## config.mk

```make
export PLATFORM = sky130hd
export DESIGN_NAME = hazard_ctrl
export DESIGN_NICKNAME = d
export VERILOG_FILES = /design/src/rtl/hazard_ctrl.sv
export SDC_FILE = /design/constraint.sdc
export NUM_CORES = 1
export LEC_CHECK = 0
export BUFFER_PORTS_ARGS = -buffer_cell sky130_fd_sc_hd__buf_2
export CAP_MARGIN = 20
export CORE_UTILIZATION = 44
export DETAILED_ROUTE_END_ITERATION = 16
export GPL_TIMING_DRIVEN = 1
export PLACE_DENSITY = 0.79
export SLEW_MARGIN = 30
export SYNTH_ARGS = -nofsm -noshare
export SYNTH_HDL_FRONTEND = slang
export SYNTH_SLANG_ARGS = --single-unit
```

## constraint.sdc

```tcl
create_clock -name clk -period 2 [get_ports clk]
set_clock_uncertainty 0.1 [all_clocks]
set_input_delay 0.1 -clock clk [delete_from_list [all_inputs] [get_ports clk]]
set_output_delay 0.1 -clock clk [all_outputs]
set_load 0.01 [all_outputs]
```

## src/rtl/hazard_ctrl.sv

```systemverilog
// hazard_ctrl: pipeline hazard controller for the 5-stage MIPS core.
// Sits beside ID and produces:
//   - forwardSignal : ID-stage forwarding selects for the branch comparator
//                     ([3:2] Rs, [1:0] Rt; 00 regfile, 01 EX/MEM aluout, 10 WB value)
//   - stall         : hold PC and IF/ID, zero ID control outputs
//   - stall_EX      : hold ID/EX and EX while the divider runs
//   - bubble_MEM    : load zeros into EX/MEM while EX is held
//   - flush         : clear IF/ID, ID/EX, EX/MEM on an exception from MEM
//   - div_busy      : divider sequencer is in BUSY
//   - div_done      : divider result valid (HI/LO write enable)
// Inputs: clk, rst (sync, active-high), ID operand fields and branch/jump flags,
// write-back controls/destinations of EX, MEM and WB, EX_div_start, exc_valid.
module hazard_ctrl #(
   parameter int DIV_CYCLES = 32,
   parameter int CNT_W      = 6
) (
   input  logic       clk,
   input  logic       rst,
   input  logic [4:0] ID_Rs,
   input  logic [4:0] ID_Rt,
   input  logic       ID_Beq,
   input  logic       ID_JumpV,
   input  logic       ID_EX_RegWrite,
   input  logic       ID_EX_Mem2Reg,
   input  logic [4:0] ID_EX_Rd,
   input  logic       EX_MEM_RegWrite,
   input  logic       EX_MEM_Mem2Reg,
   input  logic [4:0] EX_MEM_Rd,
   input  logic       MEM_WB_RegWrite,
   input  logic [4:0] MEM_WB_Rd,
   input  logic       EX_div_start,
   input  logic       exc_valid,
   output logic [3:0] forwardSignal,
   output logic       stall,
   output logic       stall_EX,
   output logic       bubble_MEM,
   output logic       flush,
   output logic       div_busy,
   output logic       div_done
);

   localparam logic [0:0] ST_IDLE = 1'b0;
   localparam logic [0:0] ST_BUSY = 1'b1;

   localparam logic [CNT_W-1:0] CNT_LOAD = CNT_W'(DIV_CYCLES - 1);

   logic [0:0]       state_q, state_d;
   logic [CNT_W-1:0] cnt_q, cnt_d;
   logic             dstall;
   logic             done_raw;
   logic             hz;

   // Register 0 is hard-wired, so it never creates a dependency.
   function automatic logic reg_match(input logic [4:0] d, input logic [4:0] x);
      return (d != 5'd0) && (d == x);
   endfunction

   function automatic logic [1:0] fwd_sel(input logic [4:0] x,
                                          input logic       em_wr,
                                          input logic       em_m2r,
                                          input logic [4:0] em_rd,
                                          input logic       wb_wr,
                                          input logic [4:0] wb_rd);
      // A load in MEM has no aluout to forward yet; the hazard logic stalls instead.
      if (em_wr && !em_m2r && reg_match(em_rd, x)) return 2'b01;
      else if (wb_wr && reg_match(wb_rd, x))        return 2'b10;
      else                                          return 2'b00;
   endfunction

   always_comb begin
      forwardSignal[3:2] = fwd_sel(ID_Rs, EX_MEM_RegWrite, EX_MEM_Mem2Reg, EX_MEM_Rd,
                                   MEM_WB_RegWrite, MEM_WB_Rd);
      forwardSignal[1:0] = fwd_sel(ID_Rt, EX_MEM_RegWrite, EX_MEM_Mem2Reg, EX_MEM_Rd,
                                   MEM_WB_RegWrite, MEM_WB_Rd);
   end

   logic ex_dep, mem_dep, br_reads;

   always_comb begin
      ex_dep   = reg_match(ID_EX_Rd, ID_Rs) || reg_match(ID_EX_Rd, ID_Rt);
      mem_dep  = reg_match(EX_MEM_Rd, ID_Rs) || reg_match(EX_MEM_Rd, ID_Rt);
      br_reads = ID_Beq || ID_JumpV;
      hz = (ID_EX_RegWrite && ID_EX_Mem2Reg && ex_dep)
         | (br_reads && ID_EX_RegWrite && ex_dep)
         | (br_reads && EX_MEM_RegWrite && EX_MEM_Mem2Reg && mem_dep);
   end

   // Divider sequencer: the start cycle itself already stalls, then the
   // counter runs down to zero and the final cycle releases EX with div_done.
   always_comb begin
      state_d  = state_q;
      cnt_d    = cnt_q;
      dstall   = 1'b0;
      done_raw = 1'b0;
      case (state_q)
         ST_IDLE: begin
            if (EX_div_start) begin
               dstall  = 1'b1;
               cnt_d   = CNT_LOAD;
               state_d = ST_BUSY;
            end
         end
         ST_BUSY: begin
            if (cnt_q != '0) begin
               dstall = 1'b1;
               cnt_d  = cnt_q - CNT_W'(1);
            end else begin
               done_raw = 1'b1;
               state_d  = ST_IDLE;
            end
         end
         default: begin
            state_d = ST_IDLE;
            cnt_d   = '0;
         end
      endcase
      // An exception in MEM kills the division in flight.
      if (exc_valid) begin
         state_d = ST_IDLE;
         cnt_d   = '0;
      end
   end

   always_ff @(posedge clk) begin
      if (rst) begin
         state_q <= ST_IDLE;
         cnt_q   <= '0;
      end else begin
         state_q <= state_d;
         cnt_q   <= cnt_d;
      end
   end

   always_comb begin
      flush      = exc_valid;
      stall      = !flush && (hz || dstall);
      stall_EX   = !flush && dstall;
      bubble_MEM = stall_EX;
      div_busy   = (state_q == ST_BUSY);
      div_done   = !flush && done_raw;
   end

endmodule

```

After elaboration in Yosys (flattened, before gate mapping)
Index checks and enable logic that the tools add are counted.
{"block": "word_totals", "input_bits": 36, "romBits": 0, "latch_bits": 0, "mem_count": 0, "reg_bits": 7, "ram_bits": 0}
{"block": "op_classes", "n_shift": 0, "reduce_logical": 33, "muxes": 12, "div": 0, "n_lt_le_gt_ge": 0, "n_mul": 0, "n_bitwise": 3, "add_sub_neg": 1, "n_eq_ne": 8}
{"cell": "equality test 5 bit", "count": 6}
{"cell": "logical AND 1 bit", "count": 21}
{"cell": "nonzero test 5 bit", "count": 3}
{"cell": "2-to-1 mux 6 bit", "count": 2}
{"cell": "one-hot mux 6 bit (2 select lines)", "count": 1}
{"cell": "2-to-1 mux 2 bit", "count": 4}
{"cell": "nonzero test 6 bit", "count": 1}
{"cell": "subtractor 6 x 1 -> 6 bit, second input constant", "count": 1}
{"cell": "logical OR 1 bit", "count": 4}
{"cell": "2-to-1 mux 1 bit", "count": 4}
{"cell": "zero test 1 bit", "count": 2}
{"cell": "inequality test 2 x 1 -> 1 bit, second input constant", "count": 1}
{"cell": "inequality test 2 bit, second input constant", "count": 1}
{"cell": "OR 1 bit", "count": 2}
{"cell": "one-hot mux 1 bit (2 select lines)", "count": 1}
{"cell": "AND reduction 2 bit", "count": 1}
{"cell": "OR reduction 2 bit", "count": 1}
{"cell": "inverter 1 bit", "count": 1}

Depth between registers and ports, before layout
Gate-level depths: netlist of the first run.
{"block": "depth", "ltp_word": 8, "ltp_mapped": 7, "ltp_nobuf": 7}

Worst setup path before layout of the first run
OpenSTA, ideal clock, no wires.
{"block": "synth_timing", "kind": "register -> register", "from": "reg state_q (netlist: div_busy)", "to": "reg cnt_q[3]", "n_path_buf": 1, "t_arrival_ns": 1.279, "path_stages_with_launch": 6, "path_slack_ns": 0.498, "path_cell_list": "dfxtp_1 clkbuf_1 nand3_1 and2_1 a221oi_1 nor2_1"}
{"block": "synth_between", "elab_chain_len": 3}
{"item": "from (decl)", "line_no": "47", "text": "logic [0:0] state_q, state_d;"}
{"item": "from (signal assigned)", "line_no": "129", "text": "state_q <= state_d;"}
{"item": "inverter 1 bit"}
{"item": "inequality test 2 bit (no source line)"}
{"item": "AND reduction 2 bit (no source line)"}
{"item": "to (signal assigned)", "line_no": "130", "text": "cnt_q <= cnt_d;"}
{"item": "to (decl)", "line_no": "48", "text": "logic [CNT_W-1:0] cnt_q, cnt_d;"}
Several ways; a longest one is shown, not always the timed one.
A chain may end at the register's enable or synchronous reset.

Worst setup path in the final report of the first run
{"block": "layout_timing", "from": "reg cnt_q[3]", "to": "out stall"}
{"block": "layout_between", "elab_chain_len": 5}
{"item": "nonzero test 6 bit", "line_no": "104", "text": "if (cnt_q != '0) begin"}
{"item": "2-to-1 mux 1 bit", "line_no": "104"}
{"item": "one-hot mux 1 bit (2 select lines)", "line_no": "95", "text": "case (state_q)"}
{"item": "logical OR 1 bit", "line_no": "136", "text": "stall = !flush && (hz || dstall);"}
{"item": "logical AND 1 bit", "line_no": "136"}
{"item": "to (decl)", "line_no": "34", "text": "output logic stall,"}
No other way between the ends.

==> flow_metrics.py, run 1 <==
metrics = {
    "power": {
        "netSwitchingPower_mw": 0.172,
        "total_power_mw": 0.487,
        "powerDensity_nw_per_um2": 447,
        "p_seq_frac": 0.326,
        "combPwrFrac": 0.396,
        "leakage_nw": 0.468,
        "p_int_mw": 0.316,
        "p_clk_frac": 0.279,
        "p_sw_frac": 0.352,
        "max-vdd-ir-drop_uv": 208,
    },
    "setup_path": {
        "r2r_slack_ps": 310,
        "worstSetupPathType": "reg -> out",
        "crit_family": "simple AND/OR/NAND/NOR gates",
        "r2r_cells": 6,
        "crit_end": "stall",
        "path_buf_inv": 1,
        "slowest_stage": "nor4_1",
        "setup.worst_path.start": "cnt_q[3]",
        "worstPathRequired_ps": 1800,
        "path_max_fanout": 4,
        "end_kind": "output port",
        "cpPeakStageDelay_ps": 360,
        "cp-start-kind": "flip-flop",
        "cp.depth": 5,
        "crit_path_cell_trace": "nor4_1, nand3_1, o21ai_1, o221ai_1, buf_2",
        "r2r_start": "cnt_q[0]",
        "cp.arrival_ps": 1610,
        "r2r-end": "cnt_q[5]",
    },
    "routing": {
        "avgViaCountPerCell": 5.17,
        "ant_nets": 0,
        "drt-initial-drc-count": 10,
        "wl_per_cell_um": 12.8,
        "first_pass_iters": 8,
        "drt-total-wl_um": 2240,
        "num_vias": 904,
        "drc": 0,
    },
    "clock_network": {
        "clk_latency_ps": 260,
        "clkTransAtPathRegs_ps": 50,
        "h-tree-depth": 1,
        "cts_max_path_buffers": 2,
        "root_buffer": "clkbuf_4",
        "cts_sinks": 7,
        "cts_buffers": 3,
        "cts_hold_buf": 0,
        "cts_tree": "yes",
    },
    "run": {
        "cap_violations": 0,
    },
    "hold_path": {
        "min_path_type": "in -> reg",
    },
    "yosys": {
        "ys.flop_type": "dfxtp_1",
        "syn_avg_cell_area_um2": 7.91,
        "ys_async_sr_fraction": 0,
        "synth_cell_types": 31,
        "synth-edff-count": 0,
        "ys_warn_count": 0,
        "synthesis.area_um2": 831,
        "syn-num-nets": 143,
        "synth_seq_cells": 7,
        "synth_cells": 105,
        "yosysSeqAreaShare": 0.169,
    },
    "die": {
        "initial_core_util": 0.476,
        "core-area_um2": 1750,
        "ioPinCount": 46,
        "dieArea_um2": 2070,
        "die_x_um": 45.5,
        "row_count": 15,
        "fp.dieH_um": 45.5,
    },
    "finish": {
        "diodes": 0,
        "nets": 189,
        "final_common_cell": "buf_2",
        "stdcell_area_um2": 1090,
        "drive_gt1_frac": 0.353,
        "final_cell_mix": "buf_2 (45), xor2_1 (20), xnor2_1 (11)",
        "area_delta_synth_final_pct": 31.3,
    },
    "grt": {
        "grt_max_degree": 14,
        "antenna_found_initial": 0,
        "grt_pass1_wl_um": 3620,
        "gr-total-overflow": 0,
        "grt_use_met2": 0.440,
        "grt_pass1_vias": 857,
        "use_met3": 0.0238,
        "grt_use_met1": 0.290,
        "grt_usage": 0.243,
        "top_usage_layer": "met2",
    },
    "sta": {
        "period_share": 0.907,
        "period_needed_ps": 1810,
        "setup_tns_ps": 0,
        "grt_setup_unrepaired": "no",
        "setup_violations": 0,
        "fmax_mhz": 551,
        "worst-slew-pin-transition_ps": 439,
        "maxSlewViolCount": 0,
        "hold_violations": 0,
        "relSlewSlack": 0.704,
    },
    "place": {
        "gp_congestion": 0.872,
        "io_buffers": 45,
        "hpwl_um": 1940,
        "dpl_cell_area_um2": 1060,
    },
    "run_status": {
        "status": "finished, final reports clean",
    },
}
-- worst min path at each step --
stage / startpoint / endpoint / slack [ps] / depth (start not counted)
final: EX_div_start / div_busy / 80 / 3
after global routing: rst / cnt_q[2] / 90 / 3
after CTS: rst / cnt_q[2] / 80 / 3
after detailed placement: rst / cnt_q[2] / 360 / 3
after global placement: rst / div_busy / 350 / 3
after floorplan: exc_valid / div_done / 150 / 1
-- flip-flops by register name (all words and copies together) (netlist names) --
signal / cells
cnt_q: 6
div_busy: 1
-- worst min-delay path: stages --
cell and delay, ps:
buf_2 100, o21ai_1 90, nor2_1 110
-- power groups by stage --
stage | Combinational [mW] | Clock [mW] | Sequential [mW]
after floorplan | 0.112 | 0 | 0.157
after global placement | 0.184 | 0 | 0.161
after detailed placement | 0.192 | 0 | 0.162
after CTS | 0.193 | 0.139 | 0.158
after global routing | 0.212 | 0.145 | 0.160
final | 0.193 | 0.136 | 0.159
-- cells in the mapped netlist (2+ instances only) --
library cell | count | area, um^2
nand2_1 | 4 | 15.0
nor4_1 | 2 | 12.5
a31oi_1 | 2 | 12.5
nor3_1 | 7 | 35.0
dfxtp_1 | 7 | 140
o21ai_0 | 4 | 20.0
nand3b_1 | 2 | 15.0
xor2_1 | 20 | 175
nor3b_1 | 3 | 22.5
inv_1 | 2 | 7.51
clkbuf_1 | 2 | 7.51
nor2_1 | 10 | 37.5
xnor2_1 | 11 | 96.3
nand3_1 | 4 | 20.0
ha_1 | 2 | 25.0
buf_4 | 2 | 15.0
a21oi_1 | 3 | 15.0
or4_1 | 4 | 30.0
nor4_2 | 2 | 25.0
-- layer usage --
| metal | wire length [um] | share of wire | up-vias |
|---|---|---|---|
| met5 | 0 | 0 | - |
| met4 | 32 | 0.014 | 0 |
| met3 | 96 | 0.043 | 3 |
| met2 | 1110 | 0.49 | 41 |
| met1 | 1000 | 0.45 | 392 |
| li1 | - | - | 468 |
-- area by class of cell --
| class | count | area (um^2) |
|---|---|---|
| Timing Repair Buffer | 45 | 225 |
| Clock buffer | 4 | 26.3 |
| Sequential cell | 7 | 140 |
| Inverter | 2 | 7.51 |
| Tap cell | 25 | 31.3 |
| Fill cell | 184 | 654 |
| Multi-Input combinational cell | 92 | 661 |
-- timing repair --
action                     CTS  global route
gates resized for setup      0             1
setup buffers                0             0
setup endpoints to repair    0             1
-- cell families after synthesis --
group           Yosys count  share of synthesized area
compound gates           16                      0.136
xor+xnor                 31                      0.327
fa+ha+maj                 2                     0.0301
buf+inv                   6                     0.0361
flops                     7                      0.169
simple gates             43                      0.303
-- through the flow --
stage	utilization	cells	hold slack [ps]	setup slack, ps
after floorplan	-	105	148	498
after detailed placement	0.610	171	361	324
final	0.625	175	83.6	186
after global routing	0.625	175	92.8	25.7
after global placement	0.610	171	354	349
after CTS	0.625	175	84.2	145
(Power assumes the default switching activity.)
==> inputs of run 2 (changes only) <==
--- a/config.mk
+++ b/config.mk
@@ -7,10 +7,10 @@
 export LEC_CHECK = 0
 export BUFFER_PORTS_ARGS = -buffer_cell sky130_fd_sc_hd__buf_2
 export CAP_MARGIN = 20
-export CORE_UTILIZATION = 44
+export CORE_UTILIZATION = 35
 export DETAILED_ROUTE_END_ITERATION = 16
 export GPL_TIMING_DRIVEN = 1
-export PLACE_DENSITY = 0.79
+export PLACE_DENSITY = 0.66
 export SLEW_MARGIN = 30
 export SYNTH_ARGS = -nofsm -noshare
 export SYNTH_HDL_FRONTEND = slang
==> flow_metrics.py, run 2 (synthesis results as in run 1) <==
metrics = {
    "finish": {
        "diodes": 0,
        "final_common_cell": "buf_2",
        "regMostFlops": "cnt_q",
        "stdcell_area_um2": 1100,
        "nets": 189,
        "final_cell_mix": "buf_2 (45), xor2_1 (20), xnor2_1 (11)",
        "drive_gt1_frac": 0.360,
        "final_cells": 178,
        "largest_reg_flops": 6,
        "area_delta_synth_final_pct": 32.5,
        "fin_util": 0.493,
    },
    "routing": {
        "first_pass_iters": 4,
        "avgViaCountPerCell": 5.27,
        "ant_nets": 0,
        "num_vias": 938,
        "wl_per_cell_um": 12.4,
        "drc": 0,
        "drt-initial-drc-count": 6,
        "drt-total-wl_um": 2200,
    },
    "setup_path": {
        "r2r_start": "cnt_q[0]",
        "worstPathRequired_ps": 1800,
        "setup.worst_path.start": "cnt_q[0]",
        "cp.arrival_ps": 1620,
        "r2r_slack_ps": 270,
        "crit_end": "stall",
        "end_kind": "output port",
        "worstSetupPathType": "reg -> out",
        "r2r-end": "cnt_q[5]",
        "path_max_fanout": 5,
        "cp-start-kind": "flip-flop",
        "r2r_cells": 6,
    },
    "die": {
        "dieArea_um2": 2570,
        "initial_core_util": 0.372,
        "fp.dieH_um": 50.7,
        "core-area_um2": 2230,
        "row_count": 17,
        "die_x_um": 50.7,
        "ioPinCount": 46,
    },
    "place": {
        "io_buffers": 45,
        "place_ws_ps": 297,
        "placed_cells": 174,
        "gp_congestion": 0.792,
        "dpl_cell_area_um2": 1070,
        "hpwl_um": 1920,
    },
    "clock_network": {
        "h-tree-depth": 1,
        "root_buffer": "clkbuf_4",
        "clkTransAtPathRegs_ps": 60,
        "post_cts_buffers": 0,
        "clk_latency_ps": 260,
        "cts_tree": "yes",
        "cts_sinks": 7,
        "cts_max_path_buffers": 2,
        "cts_buffers": 3,
    },
    "power": {
        "powerDensity_nw_per_um2": 441,
        "max-vdd-ir-drop_uv": 292,
        "leakage_nw": 0.469,
        "total_power_mw": 0.486,
    },
    "run_status": {
        "status": "finished, final reports clean",
    },
    "sta": {
        "setup_tns_ps": 0,
        "maxSlewViolCount": 0,
        "setup_violations": 0,
        "fin_ws_ps": 180,
        "grt_setup_unrepaired": "no",
        "fmax_mhz": 550,
        "period_share": 0.910,
        "hold_violations": 0,
        "hold_slack_ps": 93.5,
        "relSlewSlack": 0.685,
        "worst-slew-pin-transition_ps": 467,
        "period_needed_ps": 1820,
    },
    "hold_path": {
        "min_path_type": "in -> reg",
    },
    "grt": {
        "antenna_found_initial": 0,
        "gr-total-overflow": 0,
        "grt_pass1_wl_um": 3550,
        "grt_usage": 0.179,
        "grt_max_degree": 14,
        "grt_pass1_vias": 887,
    },
    "run": {
        "cap_violations": 0,
    },
}
-- run 2: cell counts in the layout (fill, tap and decap cells not counted) --
Identical to the previous run, type by type.
-- run 2: timing repair --
| action | 4_1_cts | 5_1_grt |
|---|---|---|
| endpoints found under the setup margin | 0 | 1 |
| hold buffers | 0 | 0 |
| resized for setup | 0 | 1 |
-- run 2: cell type report --
class	count	area, um^2
repair buffers	45	225
inverters	2	7.51
multi-input cells	92	667
clock buffers	4	26.3
flip-flops and latches	7	140
fillers	229	1130
well taps	28	35.0
-- run 2: worst max-delay path: stages, from the launching register on --
cell and delay, ps:
dfxtp_1 390, inv_1 80, ha_1 230, nand3_1 120, o21ai_0 160, o221ai_1 210, buf_2 160
-- run 2: worst min-delay path by stage --
stage | from | to | slack, ps | cells past startpoint
floorplan | exc_valid | div_done | 150 | 1
global route | rst | div_busy | 90 | 3
CTS | rst | div_busy | 90 | 3
global placement | rst | div_busy | 350 | 3
detailed placement | rst | div_busy | 360 | 3
finish | rst | div_busy | 90 | 3
-- run 2: layer usage --
layer	vias to the layer above	global-route usage	share of wire
li1	467	-	-
met5	-	0	0
met1	427	0.185	0.39
met4	0	0.0556	0.014
met3	5	0.0242	0.059
met2	39	0.362	0.54
-- run 2: where the power goes --
part	switching [mW]	internal, mW	total [mW]
Combinational	0.102	0.0926	0.194
Clock	0.0561	0.0764	0.132
Sequential	0.0119	0.148	0.159
==> inputs of run 3 (changes only) <==
--- a/config.mk
+++ b/config.mk
@@ -8,6 +8,7 @@
 export BUFFER_PORTS_ARGS = -buffer_cell sky130_fd_sc_hd__buf_2
 export CAP_MARGIN = 20
 export CORE_UTILIZATION = 35
+export CTS_BUF_LIST = sky130_fd_sc_hd__clkbuf_2 sky130_fd_sc_hd__clkbuf_4 sky130_fd_sc_hd__clkbuf_8
 export DETAILED_ROUTE_END_ITERATION = 16
 export GPL_TIMING_DRIVEN = 1
 export PLACE_DENSITY = 0.66
==> flow_metrics.py, run 3 (synthesis results as in run 1) <==
metrics = {
    "run_status": {
        "status": "finished, final reports clean",
    },
    "setup_path": {
        "worstSetupPathType": "reg -> out",
        "cp-start-kind": "flip-flop",
        "worstPathRequired_ps": 1800,
        "cp.arrival_ps": 1630,
        "end_kind": "output port",
        "path_max_fanout": 5,
    },
    "place": {
        "hpwl_um": 1920,
        "gp_congestion": 0.792,
        "place_ws_ps": 297,
        "io_buffers": 45,
    },
    "finish": {
        "drive_gt1_frac": 0.367,
        "regMostFlops": "cnt_q",
        "n_fill_cell": 229,
        "layout.area.seq_um2": 140,
        "diodes": 0,
        "final_common_cell": "buf_2",
        "final_cell_mix": "buf_2 (45), xor2_1 (20), xnor2_1 (11)",
        "area_delta_synth_final_pct": 33.0,
        "multiInputGateArea_um2": 667,
        "nets": 189,
        "largest_reg_flops": 6,
    },
    "power": {
        "p_clk_frac": 0.292,
        "p_sw_frac": 0.339,
        "combPwrFrac": 0.389,
        "max-vdd-ir-drop_uv": 292,
        "netSwitchingPower_mw": 0.169,
        "total_power_mw": 0.499,
        "powerDensity_nw_per_um2": 452,
        "p_seq_frac": 0.319,
        "p_int_mw": 0.330,
        "leakage_nw": 0.473,
    },
    "sta": {
        "hold_slack_ps": 92.1,
        "period_share": 0.916,
        "worst-slew-pin-transition_ps": 479,
        "maxSlewViolCount": 0,
        "grt_setup_unrepaired": "no",
        "setup_tns_ps": 0,
        "fmax_mhz": 546,
        "relSlewSlack": 0.677,
        "hold_violations": 0,
        "fin_ws_ps": 169,
        "period_needed_ps": 1830,
        "setup_violations": 0,
    },
    "grt": {
        "gr-total-overflow": 0,
        "antenna_found_initial": 0,
        "grt_pass1_wl_um": 3550,
        "grt_usage": 0.181,
        "grt_pass1_vias": 887,
        "grt_max_degree": 14,
    },
    "clock_network": {
        "post_cts_buffers": 0,
        "clkTransAtPathRegs_ps": 60,
        "cts_hold_buf": 0,
        "cts_buffers": 3,
        "cts_tree": "yes",
        "cts_max_path_buffers": 2,
        "clk_latency_ps": 260,
        "h-tree-depth": 1,
        "cts_sinks": 7,
        "root_buffer": "clkbuf_4",
    },
    "routing": {
        "drc": 0,
        "drt-total-wl_um": 2210,
        "num_vias": 938,
        "avgViaCountPerCell": 5.27,
        "wl_per_cell_um": 12.4,
        "ant_nets": 0,
        "first_pass_iters": 4,
        "drt-initial-drc-count": 8,
    },
    "die": {
        "dieArea_um2": 2570,
        "fp.dieH_um": 50.7,
        "ioPinCount": 46,
        "core-area_um2": 2230,
        "row_count": 17,
        "die_x_um": 50.7,
        "initial_core_util": 0.372,
    },
    "hold_path": {
        "min_path_type": "in -> reg",
    },
    "run": {
        "cap_violations": 0,
    },
}
==> run 3: cell counts in the layout (fill, tap and decap cells not counted) <==
No cell type changed its count.
==> run 3: layer usage <==
layer  wire length (um)  global-route usage  vias to the layer above
met5                  0                   0                        -
met4                 36              0.0694                        0
met3                124              0.0242                        5
met2               1200               0.362                       39
met1                852               0.185                      427
li1                   -                   -                      467
==> run 3: timing repair <==
item / in CTS / in global routing
hold endpoints to repair: 0 / 0
endpoints found under the setup margin: 0 / 1
gates resized for setup: 0 / 1
==> run 3: cell type report <==
cell class | instances | area share
repair buffers | 45 | 0.204
clock buffers | 4 | 0.0272
well taps | 28 | 0.0317
multi-input cells | 92 | 0.604
inverters | 2 | 0.00680
flip-flops and latches | 7 | 0.127
==> run 3: worst paths after layout <==
check | startpoint | to | slack (ps) | depth (start not counted)
worst max-delay path | cnt_q[0] | stall | 170 | 6
worst min register to register | cnt_q[1] | cnt_q[1] | 450 | 2
worst min-delay path | rst | div_busy | 90 | 3
worst max register to register | cnt_q[0] | cnt_q[5] | 250 | 6
==> run 3: metrics by stage <==
step / cells / area, um^2 / util
4_1_cts: 178 / 1100 / 0.492
3_3_place_gp: 174 / 1070 / 0.478
3_5_place_dp: 174 / 1070 / 0.478
6_report: 178 / 1100 / 0.495
2_1_floorplan: 105 / 831 / -
5_1_grt: 178 / 1100 / 0.495
==> run 3: critical path, stage by stage (launching register included) <==
cell      delay (ps)
dfxtp_1          400
inv_1             80
ha_1             240
nand3_1          120
o21ai_0          160
o221ai_1         210
buf_2            160
==> run 3: power groups by stage <==
stage	sequential, mW	combinational [mW]	clock (mW)
after floorplan	0.157	0.112	0
after global placement	0.161	0.187	0
after detailed placement	0.161	0.193	0
after CTS	0.158	0.194	0.148
after global routing	0.161	0.214	0.166
final	0.159	0.194	0.146
